==> src/rtl/game_sequencer.sv <==
// game_sequencer: turns frame strobes into physics update requests and runs the game life cycle
module game_sequencer #(
    parameter int LIVES_INIT         = 3,
    parameter int LOST_DELAY_FRAMES  = 60,
    parameter int CLEAR_DELAY_FRAMES = 120
) (
    input  logic        CLK,
    input  logic        RESET,
    input  logic        FRAME_RENDERED,
    input  logic        SW_PAUSE,
    input  logic        BTN_RELEASE,
    input  logic        UPDATE_DONE,
    input  logic        BALL_LOST,
    input  logic [71:0] BLOCK_STATE,
    output logic        START_UPDATE,
    output logic        BALL_RESET,
    output logic        PHYSICS_RESET,
    output logic        BALL_RELEASE,
    output logic [2:0]  GAME_STATE,
    output logic [1:0]  LIVES,
    output logic [3:0]  LEVEL,
    output logic        PAUSED,
    output logic [7:0]  OVERRUN
);
    typedef enum logic [2:0] {
        ATTRACT = 3'd0,
        SERVE   = 3'd1,
        PLAY    = 3'd2,
        LOST    = 3'd3,
        CLEAR   = 3'd4,
        OVER    = 3'd5
    } state_t;

    state_t     state, nxt;
    logic       busy, rel_prev;
    logic [7:0] delay, delay_d;
    logic [1:0] lives_d;
    logic [3:0] level_d;
    logic       ball_reset_d, physics_reset_d, ball_release_d;
    logic       rel_ok, frame_ok, active, issue, drop, timed_out;

    // Pause gates release edges and frames; the edge history keeps updating so a press made while paused is lost
    assign rel_ok    = BTN_RELEASE & ~rel_prev & ~PAUSED;
    assign frame_ok  = FRAME_RENDERED & ~PAUSED;
    assign active    = (state == SERVE) || (state == PLAY);
    assign issue     = active & frame_ok & ~busy;
    assign drop      = active & frame_ok & busy;
    assign timed_out = (delay == 8'd0) && !busy;
    assign GAME_STATE = state;

    // State register
    always_ff @(posedge CLK or negedge RESET) begin
        if (!RESET) state <= ATTRACT;
        else        state <= nxt;
    end

    // Next-state decision for the game life cycle; a cleared field outranks a lost ball
    always_comb begin
        nxt = state;
        case (state)
            ATTRACT:     if (rel_ok) nxt = SERVE;
            SERVE:       if (rel_ok) nxt = PLAY;
            PLAY: begin
                if (UPDATE_DONE && BLOCK_STATE == '0) nxt = CLEAR;
                else if (BALL_LOST)                   nxt = (LIVES == 2'd1) ? OVER : LOST;
            end
            LOST, CLEAR: if (timed_out) nxt = SERVE;
            OVER:        if (rel_ok) nxt = ATTRACT;
            default:     nxt = ATTRACT;
        endcase
    end

    // Next values of the registered outputs: pulses, lives, level and delay counter
    always_comb begin
        lives_d         = LIVES;
        level_d         = LEVEL;
        delay_d         = delay;
        ball_reset_d    = 1'b0;
        physics_reset_d = 1'b0;
        ball_release_d  = 1'b0;
        if ((state == LOST || state == CLEAR) && frame_ok && delay != 8'd0) delay_d = delay - 8'd1;
        case (state)
            ATTRACT: if (rel_ok) begin
                lives_d         = LIVES_INIT[1:0];
                level_d         = 4'd0;
                physics_reset_d = 1'b1;
            end
            SERVE: ball_release_d = rel_ok;
            PLAY: begin
                if (nxt == CLEAR) delay_d = CLEAR_DELAY_FRAMES[7:0];
                else if (BALL_LOST) begin
                    lives_d = LIVES - 2'd1;
                    delay_d = LOST_DELAY_FRAMES[7:0];
                end
            end
            LOST: ball_reset_d = timed_out;
            CLEAR: if (timed_out) begin
                physics_reset_d = 1'b1;
                level_d         = (LEVEL == 4'd15) ? LEVEL : LEVEL + 4'd1;
            end
            default: ;
        endcase
    end

    // Output and datapath registers; busy set outranks a same-cycle UPDATE_DONE
    always_ff @(posedge CLK or negedge RESET) begin
        if (!RESET) begin
            PAUSED        <= 1'b0;
            rel_prev      <= 1'b1;
            busy          <= 1'b0;
            delay         <= 8'd0;
            START_UPDATE  <= 1'b0;
            BALL_RESET    <= 1'b0;
            PHYSICS_RESET <= 1'b0;
            BALL_RELEASE  <= 1'b0;
            LIVES         <= 2'd0;
            LEVEL         <= 4'd0;
            OVERRUN       <= 8'd0;
        end else begin
            PAUSED        <= SW_PAUSE;
            rel_prev      <= BTN_RELEASE;
            busy          <= issue | (busy & ~UPDATE_DONE);
            delay         <= delay_d;
            START_UPDATE  <= issue;
            BALL_RESET    <= ball_reset_d;
            PHYSICS_RESET <= physics_reset_d;
            BALL_RELEASE  <= ball_release_d;
            LIVES         <= lives_d;
            LEVEL         <= level_d;
            if (drop && OVERRUN != 8'hff) OVERRUN <= OVERRUN + 8'd1;
        end
    end
endmodule

==> config.mk <==
export PLATFORM = sky130hd
export DESIGN_NAME = game_sequencer
export DESIGN_NICKNAME = d
export VERILOG_FILES = /design/src/rtl/game_sequencer.sv
export SDC_FILE = /design/constraint.sdc
export NUM_CORES = 1
export LEC_CHECK = 0
export CAP_MARGIN = 0
export CORE_MARGIN = 2
export CORE_UTILIZATION = 39
export CTS_CLUSTER_DIAMETER = 150
export DETAILED_ROUTE_END_ITERATION = 8
export GPL_TIMING_DRIVEN = 0
export PLACE_DENSITY = 0.8
export SLEW_MARGIN = 20
export SYNTH_ARGS = -nofsm -noshare
export SYNTH_HDL_FRONTEND = slang
export SYNTH_SLANG_ARGS = --single-unit
==> constraint.sdc <==
create_clock -name CLK -period 2.7 [get_ports CLK]
set_input_delay 0.675 -clock CLK [delete_from_list [all_inputs] [get_ports CLK]]
set_output_delay 0.675 -clock CLK [all_outputs]
set_load 0.05 [all_outputs]
==> flow_summary_export.csv, run 1 <==
group,metric,value,unit
layout,drive_above_1_share,0.0963,
worst_hold_path,hold_path.class,"in2async",
setup_path,crit_type,"in2reg",
run_status,status,"complete, no violations",
clocking,cts.sinks,32,
detailed_routing,met1_length,2000,um
layout,nNetsFinal,384,
synthesis,synthTopCellsByArea,"dfrtp_1 41%, nor4_1 6.3%, xor2_1 4.2%",
power,power,2.34,mW
clocking,cts_tree,"done",
placed_design,placed_area,2950,um^2
sta,slew_headroom,0.530,
synthesis,async_reset_ff_frac,1.00,
global_routing,grt_overflow,0,
setup_path,cp_data_arrival_time,2.78,ns
power,p_per_area,768,nW/um^2
layout,final_cell_area,3040,um^2
setup_path,worstPathRequired,2.91,ns
detailed_routing,routed_wl,4980,um
clocking,cts_buffers,5,
sta,fin_hold_ws,0.431,ns
detailed_routing,ant_nets,0,
setup_path,crit_path_start,"FRAME_RENDERED",
clocking,cts_setup_buffers,0,
clocking,cts.clk_slew.worst_paths,0.07,ns
sta,setup_violations,0,
synthesis,synth_cell_types,52,
synthesis,synthTopCellsByCount,"31 x dfrtp_1, 19 x nor4_1, 15 x nor2_1",
global_routing,antenna_found_initial,0,
setup_path,end_kind,"flop",
synthesis,syn_nets,277,
synthesis,synth_top_area_share,0.412,
layout,area_growth,61.4,%
sta,fin_skew,0.00467,ns
placed_design,portBuffers,100,
sta,worst_pin_slew,0.704,ns
floorplanning,placementRows,25,
placed_design,gp_congestion,0.837,
global_routing,grtUsageTotal,0.186,
synthesis,syn_area_per_cell,9.76,um^2
synthesis,yosysMostFrequentCell,"dfrtp_1",
synthesis,synth-seq-cells,32,
detailed_routing,first_iter_violations,50,
sta,rsz0062_at_grt,"no",
floorplanning,die_width,73.5,um
global_routing,grt_pass1_wl,7810,um
synthesis,synthesis.area,1880,um^2
synthesis,synth_cells,193,
setup_path,cp-endpoint,"OVERRUN[7]",
floorplanning,fp.coreArea,4690,um^2
detailed_routing,vias,1897,
detailed_routing,wl_met2,2610,um
detailed_routing,firstDrtPassIters,4,
floorplanning,ioPinCount,101,
sta,period_share,0.951,
layout,n_fill_cell,387,
setup_path,reg2reg_setup_slack,0.26,ns
setup_path,startpoint_type,"primary input",
layout,post-route-util,0.648,
synthesis,synth-edff-count,0,
clocking,cts_root_buf,"clkbuf_8",
sta,slew_violations,0,
power,power_leakage,1.16,nW
clocking,insertion_delay,0.29,ns
floorplanning,die_h,73.5,um
job,cap_violations,0,
detailed_routing,avgViaCountPerCell,5.34,
detailed_routing,wl_per_cell,14.0,um
power,vdd_drop_max,0.000293,V
sta,fin_crit,2.57,ns
floorplanning,initial_core_util,0.402,
setup_path,cp_max_fo,8,
sta,hold_viol,0,
clocking,cts_max_level,2,
placed_design,place_hpwl,4060,um
setup_path,reg2reg_to,"LEVEL[3]",
synthesis,ys_warn_count,0,
detailed_routing,remaining_drc_errors,0,
sta,fmax,0.390,GHz
setup_path,rr_startpoint,"delay[2]",
synthesis,synth_area_leader_cell,"dfrtp_1",
detailed_routing,dr.max_layer_used,"met4",
detailed_routing,wl_met3,303,um
clocking,cts_buffer_depth,2,
global_routing,grt_max_degree,33,
synthesis,yosysSeqAreaShare,0.426,
global_routing,grt_pass1_vias,1773,
synthesis,synthFlopType,"dfrtp_1",
floorplanning,die-area,5400,um^2
setup_path,rr_worst_depth,5,
layout,diodes,0,
==> worst min path at each step <==
stage               start           end  slack, ns  cells after the start
2_1_floorplan       RESET  BALL_RELEASE       0.38                      0
3_3_place_gp   OVERRUN[5]    OVERRUN[5]       0.48                      1
3_5_place_dp   OVERRUN[7]    OVERRUN[7]       0.49                      1
4_1_cts             RESET    OVERRUN[5]       0.46                      1
5_1_grt             RESET    OVERRUN[7]       0.49                      1
6_report            RESET    OVERRUN[5]       0.43                      1
==> what timing repair did <==
| item | CTS | global route |
|---|---|---|
| hold endpoints to repair | 0 | 0 |
| hold buffers | 0 | 0 |
| endpoints found under the setup margin | 0 | 1 |
| resized for setup | 0 | 1 |
==> placed cells by master, fill, tap and decap left out, types with 2 or more instances in the layout <==
cell             netlist  layout
xnor2_1                5       5
nand4_1                8       8
clkbuf_1               4       4
dfrtp_1               31      31
nor3b_1                2       2
o21ai_0                5       5
o31ai_1                3       3
a21oi_1                2       2
buf_2                  2       3
nor4_1                19      18
clkdlybuf4s50_1        0      99
nor2_1                15      15
o211a_1                2       2
xor2_1                 9       9
nand3b_1               2       2
nand3_1               14      14
or3b_2                 2       2
nor3_1                10      10
clkinv_2               0       2
nand2_1               11      11
inv_1                  7       7
ha_1                   5       5
clkbuf_8               0       5
nand2b_1               2       2
a21o_1                 2       2
and4_1                 2       2
==> worst max-delay path: stages <==
cell	delay (ns)
clkdlybuf4s50_1	0.45
or2b_2	0.32
or3_1	0.43
or2_2	0.31
buf_2	0.18
nor4_2	0.24
xor2_1	0.16
==> kinds of logic after synthesis <==
group	count (synthesis)	synth area share
adder cells (fa/ha/maj)	5	0.0332
XOR/XNOR	14	0.0651
buffers and inverters	14	0.0332
AO/OA/AOI/OAI	24	0.114
multiplexers	3	0.0173
AND/OR/NAND/NOR	101	0.311
flip-flops	32	0.426
==> per-layer routing <==
| metal | vias to the layer above | GRT usage |
|---|---|---|
| met4 | 0 | 0.0545 |
| li1 | 934 | - |
| met3 | 5 | 0.0398 |
| met1 | 883 | 0.224 |
| met5 | - | 0 |
| met2 | 75 | 0.332 |
==> stage by stage <==
stage	setup TNS, ns	instances	setup WS, ns
after floorplan	0	193	0.373
after global placement	-0.553	347	-0.215
after detailed placement	-0.657	347	-0.208
after CTS	0	355	0.0822
after global routing	0	355	0.0246
final	0	355	0.133
==> final cells by class <==
type,instances,area (um^2),area share
well taps,54,67.6,0.0222
clock buffers,5,68.8,0.0226
inverters,7,26.3,0.00864
clock inverters,3,18.8,0.00617
multi-input cells,147,1030,0.337
flip-flops and latches,32,802,0.264
plain buffers,7,36.3,0.0119
repair buffers,100,996,0.327
==> where the power goes <==
group	leakage, nW	switching (mW)	total [mW]	internal (mW)
Clock	0.0479	0.182	0.362	0.179
Combinational	0.729	0.697	1.20	0.504
Sequential	0.387	0.149	0.775	0.626
Total	1.16	1.03	2.34	1.31
==> registers in the layout, indices dropped and copies added, names as in the netlist <==
| register | flops |
|---|---|
| START_UPDATE | 1 |
| OVERRUN | 8 |
| LEVEL | 4 |
| delay | 8 |
| LIVES | 2 |
| PHYSICS_RESET | 1 |
| GAME_STATE | 3 |
| BALL_RELEASE | 1 |
| PAUSED | 1 |
| rel_prev | 1 |
| BALL_RESET | 1 |
| busy | 1 |
No activity file was read; power rests on OpenSTA's default activity.
==> inputs of run 2 (changes only) <==
--- a/config.mk
+++ b/config.mk
@@ -12,6 +12,7 @@
 export DETAILED_ROUTE_END_ITERATION = 8
 export GPL_TIMING_DRIVEN = 0
 export PLACE_DENSITY = 0.8
+export SKIP_LAST_GASP = 1
 export SLEW_MARGIN = 20
 export SYNTH_ARGS = -nofsm -noshare
 export SYNTH_HDL_FRONTEND = slang
==> results of run 2 <==
No change in the layout: final DEF, timing and power equal those of run 1.
